===== src/rtl/ap_isa_pkg.sv =====
`default_nettype none
// ============================================================================
// Module  : ap_isa_pkg
// Brief   : Shared ISA constants and cache state encodings for the AP front end.
// Revision: 1.0
// ============================================================================
package ap_isa_pkg;

  localparam int c_ISA_DEPTH      = 64;
  localparam int c_ISA_DEPTH_LOG2 = $clog2(c_ISA_DEPTH);
  localparam int c_INS_WIDTH      = 64;
  localparam int c_INS_BYTES      = c_INS_WIDTH / 8;

  // SENT_INS must stay 3: program_counter compares against it
  localparam logic [3:0] c_ST_IDLE      = 4'd0;
  localparam logic [3:0] c_ST_LOAD_REQ  = 4'd1;
  localparam logic [3:0] c_ST_LOAD_DATA = 4'd2;
  localparam logic [3:0] c_ST_SENT_INS  = 4'd3;
  localparam logic [3:0] c_ST_END       = 4'd4;

endpackage
`default_nettype wire


===== src/rtl/ins_cache_fill_if.sv =====
`default_nettype none
// ============================================================================
// Module  : ins_cache_fill_if
// Brief   : Program-counter side and DDR burst-read signals of the ins cache.
// Revision: 1.0
// ============================================================================
interface ins_cache_fill_if #(
  parameter int ADDR_WIDTH_MEM = 16,
  parameter int DDR_ADDR_WIDTH = 28,
  parameter int INS_WIDTH      = 64
);
  logic [ADDR_WIDTH_MEM-1:0] addr_ins;
  logic                      ins_cache_rdy;
  logic [3:0]                st_cur_ins_cache;
  logic [9:0]                load_times;
  logic [INS_WIDTH-1:0]      instruction;
  logic                      ddr_rd_req;
  logic [DDR_ADDR_WIDTH-1:0] ddr_rd_addr;
  logic                      ddr_rd_ack;
  logic [INS_WIDTH-1:0]      ddr_rd_data;
  logic                      ddr_rd_data_valid;

  modport slave (
    input  addr_ins, ddr_rd_ack, ddr_rd_data, ddr_rd_data_valid,
    output ins_cache_rdy, st_cur_ins_cache, load_times, instruction,
           ddr_rd_req, ddr_rd_addr
  );

  modport master (
    output addr_ins, ddr_rd_ack, ddr_rd_data, ddr_rd_data_valid,
    input  ins_cache_rdy, st_cur_ins_cache, load_times, instruction,
           ddr_rd_req, ddr_rd_addr
  );
endinterface
`default_nettype wire


===== src/rtl/ins_cache_mem.sv =====
`default_nettype none
// ============================================================================
// Module  : ins_cache_mem
// Brief   : Simple dual-port RAM, synchronous write and registered read.
// Revision: 1.0
// ============================================================================
module ins_cache_mem #(
  parameter int DEPTH = 64,
  parameter int WIDTH = 64,
  parameter int AW    = $clog2(DEPTH)
) (
  input  wire logic             clk,
  input  wire logic             rst,
  input  wire logic             we,
  input  wire logic [AW-1:0]    waddr,
  input  wire logic [WIDTH-1:0] wdata,
  input  wire logic             re,
  input  wire logic [AW-1:0]    raddr,
  output logic      [WIDTH-1:0] rdata
);

  logic [WIDTH-1:0] r_mem [DEPTH];
  logic [WIDTH-1:0] r_rdata;

  always_ff @(posedge clk) begin
    if (we) r_mem[waddr] <= wdata;
  end

  // Read register holds its value unless re, so it doubles as the output hold
  always_ff @(posedge clk or negedge rst) begin
    if (!rst)    r_rdata <= '0;
    else if (re) r_rdata <= r_mem[raddr];
  end

  assign rdata = r_rdata;

endmodule
`default_nettype wire


===== src/rtl/ins_cache_fill.sv =====
`default_nettype none
// ============================================================================
// Module  : ins_cache_fill
// Brief   : One-window instruction cache refilled from DDR in ISA_DEPTH bursts.
// Revision: 1.0
// ============================================================================
module ins_cache_fill
  import ap_isa_pkg::*;
#(
  parameter int ADDR_WIDTH_MEM  = 16,
  parameter int ISA_DEPTH       = c_ISA_DEPTH,
  parameter int TOTAL_ISA_DEPTH = 128,
  parameter int DDR_ADDR_WIDTH  = 28,
  parameter int INS_WIDTH       = c_INS_WIDTH,
  parameter int ISA_BASE_ADDR   = 0
) (
  input  wire logic        clk,
  input  wire logic        rst,
  ins_cache_fill_if.slave  cif
);

  localparam int c_OFS_W = $clog2(ISA_DEPTH);
  localparam int c_BYTES = INS_WIDTH / 8;
  localparam logic [ADDR_WIDTH_MEM-1:0] c_TOTAL       = ADDR_WIDTH_MEM'(TOTAL_ISA_DEPTH);
  localparam logic [DDR_ADDR_WIDTH-1:0] c_CHUNK_BYTES = DDR_ADDR_WIDTH'(ISA_DEPTH * c_BYTES);
  localparam logic [DDR_ADDR_WIDTH-1:0] c_BASE        = DDR_ADDR_WIDTH'(ISA_BASE_ADDR);
  localparam logic [c_OFS_W-1:0]        c_LAST_PTR    = c_OFS_W'(ISA_DEPTH - 1);

  logic [3:0]                r_state;
  logic [3:0]                w_state_nxt;
  logic [9:0]                r_chunk;
  logic [c_OFS_W-1:0]        r_wptr;
  logic [9:0]                r_load_times;
  logic                      r_rdy;
  logic                      r_req;
  logic [DDR_ADDR_WIDTH-1:0] r_ddr_addr;

  logic                      w_jump;
  logic                      w_past_end;
  logic [9:0]                w_addr_chunk;
  logic                      w_hit;
  logic                      w_last_beat;
  logic                      w_mem_we;
  logic                      w_mem_re;
  logic                      w_miss;
  logic                      w_fill_done;
  logic                      w_ack_take;

  assign w_jump       = cif.addr_ins[ADDR_WIDTH_MEM-1];
  assign w_past_end   = (cif.addr_ins >= c_TOTAL);
  assign w_addr_chunk = 10'(cif.addr_ins >> c_OFS_W);
  assign w_hit        = (w_addr_chunk == (r_load_times - 10'd1));
  assign w_last_beat  = cif.ddr_rd_data_valid && (r_wptr == c_LAST_PTR);

  always_ff @(posedge clk or negedge rst) begin
    if (!rst) r_state <= c_ST_IDLE;
    else      r_state <= w_state_nxt;
  end

  always_comb begin
    w_state_nxt = r_state;
    case (r_state)
      c_ST_IDLE:      w_state_nxt = c_ST_LOAD_REQ;
      c_ST_LOAD_REQ:  if (cif.ddr_rd_ack) w_state_nxt = c_ST_LOAD_DATA;
      c_ST_LOAD_DATA: if (w_last_beat)    w_state_nxt = c_ST_SENT_INS;
      c_ST_SENT_INS: begin
        if (w_jump)          w_state_nxt = c_ST_SENT_INS;
        else if (w_past_end) w_state_nxt = c_ST_END;
        else if (!w_hit)     w_state_nxt = c_ST_LOAD_REQ;
      end
      c_ST_END:       if (!w_jump && !w_past_end) w_state_nxt = c_ST_SENT_INS;
      default:        w_state_nxt = c_ST_IDLE;
    endcase
  end

  always_comb begin
    w_mem_we    = 1'b0;
    w_mem_re    = 1'b0;
    w_miss      = 1'b0;
    w_fill_done = 1'b0;
    w_ack_take  = 1'b0;
    case (r_state)
      c_ST_LOAD_REQ:  w_ack_take = cif.ddr_rd_ack;
      c_ST_LOAD_DATA: begin
        w_mem_we    = cif.ddr_rd_data_valid;
        w_fill_done = w_last_beat;
      end
      c_ST_SENT_INS: begin
        w_mem_re = !w_jump && !w_past_end && w_hit;
        w_miss   = !w_jump && !w_past_end && !w_hit;
      end
      default: ;
    endcase
  end

  // rdy and req are registered from the next state so they line up with it
  always_ff @(posedge clk or negedge rst) begin
    if (!rst) begin
      r_chunk      <= '0;
      r_wptr       <= '0;
      r_load_times <= '0;
      r_rdy        <= 1'b0;
      r_req        <= 1'b0;
      r_ddr_addr   <= '0;
    end else begin
      r_rdy <= (w_state_nxt == c_ST_SENT_INS) || (w_state_nxt == c_ST_END);
      r_req <= (w_state_nxt == c_ST_LOAD_REQ);
      if (r_state == c_ST_IDLE) begin
        r_chunk    <= '0;
        r_ddr_addr <= c_BASE;
      end else if (w_miss) begin
        r_chunk    <= w_addr_chunk;
        r_ddr_addr <= c_BASE + DDR_ADDR_WIDTH'(w_addr_chunk) * c_CHUNK_BYTES;
      end
      if (w_ack_take)                   r_wptr <= '0;
      else if (w_mem_we && !w_last_beat) r_wptr <= r_wptr + 1'b1;
      if (w_fill_done) r_load_times <= r_chunk + 10'd1;
    end
  end

  ins_cache_mem #(
    .DEPTH (ISA_DEPTH),
    .WIDTH (INS_WIDTH),
    .AW    (c_OFS_W)
  ) u_mem (
    .clk   (clk),
    .rst   (rst),
    .we    (w_mem_we),
    .waddr (r_wptr),
    .wdata (cif.ddr_rd_data),
    .re    (w_mem_re),
    .raddr (cif.addr_ins[c_OFS_W-1:0]),
    .rdata (cif.instruction)
  );

  assign cif.ins_cache_rdy    = r_rdy;
  assign cif.st_cur_ins_cache = r_state;
  assign cif.load_times       = r_load_times;
  assign cif.ddr_rd_req       = r_req;
  assign cif.ddr_rd_addr      = r_ddr_addr;

endmodule
`default_nettype wire


===== src/flat_wrapper.sv =====
// flat-port wrapper written by rule: the top's interface ports become plain ports
module ins_cache_fill_flat import ap_isa_pkg::*;
#(
  parameter int ADDR_WIDTH_MEM  = 16,
  parameter int ISA_DEPTH       = c_ISA_DEPTH,
  parameter int TOTAL_ISA_DEPTH = 128,
  parameter int DDR_ADDR_WIDTH  = 28,
  parameter int INS_WIDTH       = c_INS_WIDTH,
  parameter int ISA_BASE_ADDR   = 0
)
  (clk, rst, cif_addr_ins, cif_ddr_rd_ack, cif_ddr_rd_data, cif_ddr_rd_data_valid, cif_ins_cache_rdy, cif_st_cur_ins_cache, cif_load_times, cif_instruction, cif_ddr_rd_req, cif_ddr_rd_addr);
  ins_cache_fill_if #(.ADDR_WIDTH_MEM(ADDR_WIDTH_MEM), .DDR_ADDR_WIDTH(DDR_ADDR_WIDTH), .INS_WIDTH(INS_WIDTH)) cif_i ();
  input  wire logic clk;
  input  wire logic rst;
  input wire logic [$bits(cif_i.addr_ins)-1:0] cif_addr_ins;
  input wire logic [$bits(cif_i.ddr_rd_ack)-1:0] cif_ddr_rd_ack;
  input wire logic [$bits(cif_i.ddr_rd_data)-1:0] cif_ddr_rd_data;
  input wire logic [$bits(cif_i.ddr_rd_data_valid)-1:0] cif_ddr_rd_data_valid;
  output wire logic [$bits(cif_i.ins_cache_rdy)-1:0] cif_ins_cache_rdy;
  output wire logic [$bits(cif_i.st_cur_ins_cache)-1:0] cif_st_cur_ins_cache;
  output wire logic [$bits(cif_i.load_times)-1:0] cif_load_times;
  output wire logic [$bits(cif_i.instruction)-1:0] cif_instruction;
  output wire logic [$bits(cif_i.ddr_rd_req)-1:0] cif_ddr_rd_req;
  output wire logic [$bits(cif_i.ddr_rd_addr)-1:0] cif_ddr_rd_addr;
  assign cif_i.addr_ins = cif_addr_ins;
  assign cif_i.ddr_rd_ack = cif_ddr_rd_ack;
  assign cif_i.ddr_rd_data = cif_ddr_rd_data;
  assign cif_i.ddr_rd_data_valid = cif_ddr_rd_data_valid;
  assign cif_ins_cache_rdy = cif_i.ins_cache_rdy;
  assign cif_st_cur_ins_cache = cif_i.st_cur_ins_cache;
  assign cif_load_times = cif_i.load_times;
  assign cif_instruction = cif_i.instruction;
  assign cif_ddr_rd_req = cif_i.ddr_rd_req;
  assign cif_ddr_rd_addr = cif_i.ddr_rd_addr;
  ins_cache_fill #(.ADDR_WIDTH_MEM(ADDR_WIDTH_MEM), .ISA_DEPTH(ISA_DEPTH), .TOTAL_ISA_DEPTH(TOTAL_ISA_DEPTH), .DDR_ADDR_WIDTH(DDR_ADDR_WIDTH), .INS_WIDTH(INS_WIDTH), .ISA_BASE_ADDR(ISA_BASE_ADDR)) u_core (.clk(clk), .rst(rst), .cif(cif_i));
endmodule

===== config.mk =====
export PLATFORM = sky130hd
export DESIGN_NAME = ins_cache_fill_flat
export DESIGN_NICKNAME = d
export VERILOG_FILES = /design/src/rtl/ap_isa_pkg.sv /design/src/rtl/ins_cache_fill_if.sv /design/src/rtl/ins_cache_mem.sv /design/src/rtl/ins_cache_fill.sv /design/src/flat_wrapper.sv
export SDC_FILE = /design/constraint.sdc
export NUM_CORES = 2
export LEC_CHECK = 0
export ABC_AREA = 1
export BUFFER_PORTS_ARGS = -buffer_cell sky130_fd_sc_hd__clkbuf_2
export CELL_PAD_IN_SITES_DETAIL_PLACEMENT = 2
export CELL_PAD_IN_SITES_GLOBAL_PLACEMENT = 2
export CORE_MARGIN = 2
export CORE_UTILIZATION = 40
export CTS_CLUSTER_DIAMETER = 200
export CTS_CLUSTER_SIZE = 40
export DETAILED_ROUTE_END_ITERATION = 8
export HOLD_SLACK_MARGIN = 0.02
export PLACE_DENSITY_LB_ADDON = 0.1
export SYNTH_ARGS = -nofsm -noshare
export SYNTH_HDL_FRONTEND = slang
export SYNTH_SLANG_ARGS = --single-unit

===== constraint.sdc =====
create_clock -name clk -period 6 [get_ports clk]
set_input_delay 0.9 -clock clk [delete_from_list [all_inputs] [get_ports clk]]
set_output_delay 0.9 -clock clk [all_outputs]
set_load 0.02 [all_outputs]

==> results.py <==
metrics = {
    "clock_tree": {
        "post-cts-setup-buffers": 0,
        "cts-root-buf": "clkbuf_16",
        "clock_path_buffers": 4,
        "clk_latency_ps": 1030,
        "cts_buffers": 118,
        "cts_sinks": 4192,
        "cts.clk_slew.worst_paths_ps": 160,
        "cts_htree_levels": 3,
        "cts_tree": "built",
    },
    "synthesis": {
        "synth_top_area_cell": "edfxtp_1",
        "netlist_instances": 12900,
        "synth_edf_count": 4096,
        "netlist-cell-type-count": 34,
        "ys_top_cells_by_area": "edfxtp_1 74%, o21ai_0 5.9%, nor2_1 4.9%, o22ai_1 3.9%, nand2_1 3.7%",
        "synth_top_area_share": 0.744,
        "synth.cell_area_mm2": 0.165,
        "synth-main-ff-cell": "edfxtp_1",
        "syn_avg_cell_area_um2": 12.8,
        "ys_seq_area_frac": 0.759,
        "yosys_register_bits": 4192,
        "yosys_warnings": 0,
        "synth-async-reset-ratio": 0.0229,
    },
    "timing": {
        "drv_slew": 0,
        "finalCritPeriodShare": 0.718,
        "tightest_slew_ps": 1450,
        "max-slew-margin-rel": 0.0279,
        "rsz0062_at_grt": "no",
        "hold_viol": 0,
        "finalCriticalPeriod_ps": 4310,
        "setup_viol": 0,
        "fmax_mhz": 232,
        "fin_skew_ps": 51.9,
        "timing.final.ws_setup_ps": 1690,
    },
    "route": {
        "wl_per_cell_um": 35.5,
        "drtIter0Drc": 11900,
        "ant_nets": 0,
        "drtPass1Iterations": 6,
        "drt_wl_total_mm": 646,
        "via_count": 112000,
        "routed_via_density": 6.17,
        "drc": 0,
    },
    "setup_path": {
        "crit_start": "u_core.cif.st_cur_ins_cache[2]",
        "cp.required_ps": 6680,
        "arrival_ps": 4990,
        "crit_path_start_kind": "flop",
        "cp_max_fo": 18,
        "reg2regPathDepth": 7,
        "endpoint_kind": "flop",
        "critPathKind": "flop to flop",
        "rr_startpoint": "u_core.cif.st_cur_ins_cache[2]",
    },
    "min_path": {
        "hold_path.startpoint": "cif_addr_ins[6]",
        "min_path_type": "primary input to flop",
        "whs_path_depth": 3,
    },
    "cells_and_area": {
        "layout_common_cells": "4096 x edfxtp_1, 2093 x nor2_1, 1961 x o21ai_0",
        "instances_no_fill": 18200,
        "n_fill_cell": 40800,
        "final_common_cell": "edfxtp_1",
        "drive_above_1_share": 0.0578,
        "fin_area_mm2": 0.177,
        "nNetsFinal": 12700,
        "areaGrowthSynthToFinish_pct": 7.20,
    },
    "floorplan": {
        "fp.dieH_um": 647,
        "rows": 236,
        "die_x_um": 647,
        "coreArea_mm2": 0.412,
        "io_pins": 192,
        "dieArea_mm2": 0.418,
        "start_util": 0.401,
    },
    "placed_design": {
        "place_area_mm2": 0.174,
        "io_buffers": 173,
        "gp_congestion": 0.774,
        "dp_cells": 18000,
        "dp_hpwl_mm": 347,
        "dp_slack_ps": 1680,
    },
    "global_route": {
        "grt_usage": 0.303,
        "grt_pass1_wl_mm": 906,
        "grt_pass1_vias": 119000,
        "grt_start_max_net_pins": 177,
        "overflow": 0,
        "antenna_found_initial": 46,
    },
    "run_status": {
        "status": "finished, final reports clean",
    },
    "power": {
        "power.leakage_nw": 56.5,
        "peakVddDrop_mv": 0.303,
        "power_density_mw_per_mm2": 273,
        "power_mw": 48.5,
    },
    "job": {
        "cap_viol_max_count": 0,
    },
}
## worst paths after layout
| kind | end | slack (ps) |
|---|---|---|
| max in group asynchronous | u_core.u_mem.rdata[25] | 3560 |
| min reg2reg | u_core.u_mem.rdata[54] | 510 |
| min | u_core.cif.ddr_rd_addr[9] | 210 |
| min in group asynchronous | u_core.u_mem.rdata[54] | 560 |
| max | u_core.u_mem.r_mem[8][8] | 1690 |
| max reg2reg | u_core.u_mem.r_mem[8][8] | 1690 |
## cell families after synthesis
logic type      Yosys count  share of synthesized area
other cells               1                  0.0000227
fa+ha+maj                 3                   0.000227
buf+inv                 985                     0.0284
xor+xnor                 13                   0.000689
compound gates         3099                      0.102
flops                  4192                      0.759
simple gates           4587                      0.111
## per-layer routing
metal / global-route usage / part of all wire / vias up
met5: 0 / 0.000063 / -
met4: 0.0966 / 0.036 / 6
met3: 0.0256 / 0.050 / 757
met2: 0.516 / 0.49 / 3498
met1: 0.412 / 0.42 / 61700
li1: - / - / 46400
## synthesized netlist by cell type (23+ instances only)
cell,count
buf_1,48
buf_6,23
inv_1,54
o22ai_1,1026
edfxtp_1,4096
nand2_1,1614
clkbuf_1,509
dfrtp_1,96
buf_2,196
o21ai_1,104
o21ai_0,1961
buf_4,137
nor2_1,2155
nand3_1,795
## per-stage QoR
stage / utilization / hold slack [ps] / setup TNS (ps)
3_3_place_gp: 0.421 / 469 / 0
2_1_floorplan: - / 572 / -47170
4_1_cts: 0.430 / 138 / 0
3_5_place_dp: 0.421 / 475 / 0
5_1_grt: 0.430 / 189 / 0
6_report: 0.430 / 209 / 0
## final cells by class
| type | count | area [µm²] | share of cell area |
|---|---|---|---|
| clock buffers | 217 | 3390 | 0.0191 |
| flip-flops and latches | 4192 | 125000 | 0.708 |
| multi-input cells | 7721 | 35800 | 0.202 |
| diodes | 11 | 27.5 | 0.000155 |
| clock inverters | 1 | 8.76 | 0.0000494 |
| inverters | 59 | 283 | 0.00160 |
| repair buffers | 538 | 5490 | 0.0310 |
| well taps | 5474 | 6850 | 0.0386 |
## worst max-delay path: stages, from the launching register on
cell and delay [ps]:
dfrtp_1 430, or2_2 330, nor2_1 270, nand3_1 310, nor2_1 320, nand3_1 630, nor2_4 1190, buf_4 460
## state kept, by name, indices dropped and copies added (netlist names)
register and flops:
u_core.u_mem.r_mem 4096, u_core.u_mem.rdata 64, u_core.cif.ddr_rd_addr 10, u_core.cif.load_times 10, u_core.r_wptr 6, u_core.cif.st_cur_ins_cache 4
u_core.cif.ddr_rd_req 1, u_core.cif.ins_cache_rdy 1
## report_power, final
group	switching, mW	total, mW	internal, mW	leakage, nW
Sequential	0.0249	32.2	32.1	38.1
Clock	8.81	12.7	3.89	1.61
Combinational	2.77	3.62	0.849	16.8
Total	11.6	48.5	36.9	56.5
## repair_timing
action / 4_1_cts / 5_1_grt
gates resized for setup: 0 / 0
hold endpoints to repair: 61 / 0
hold buffers: 1 / 0
(Power assumes the default switching activity.)
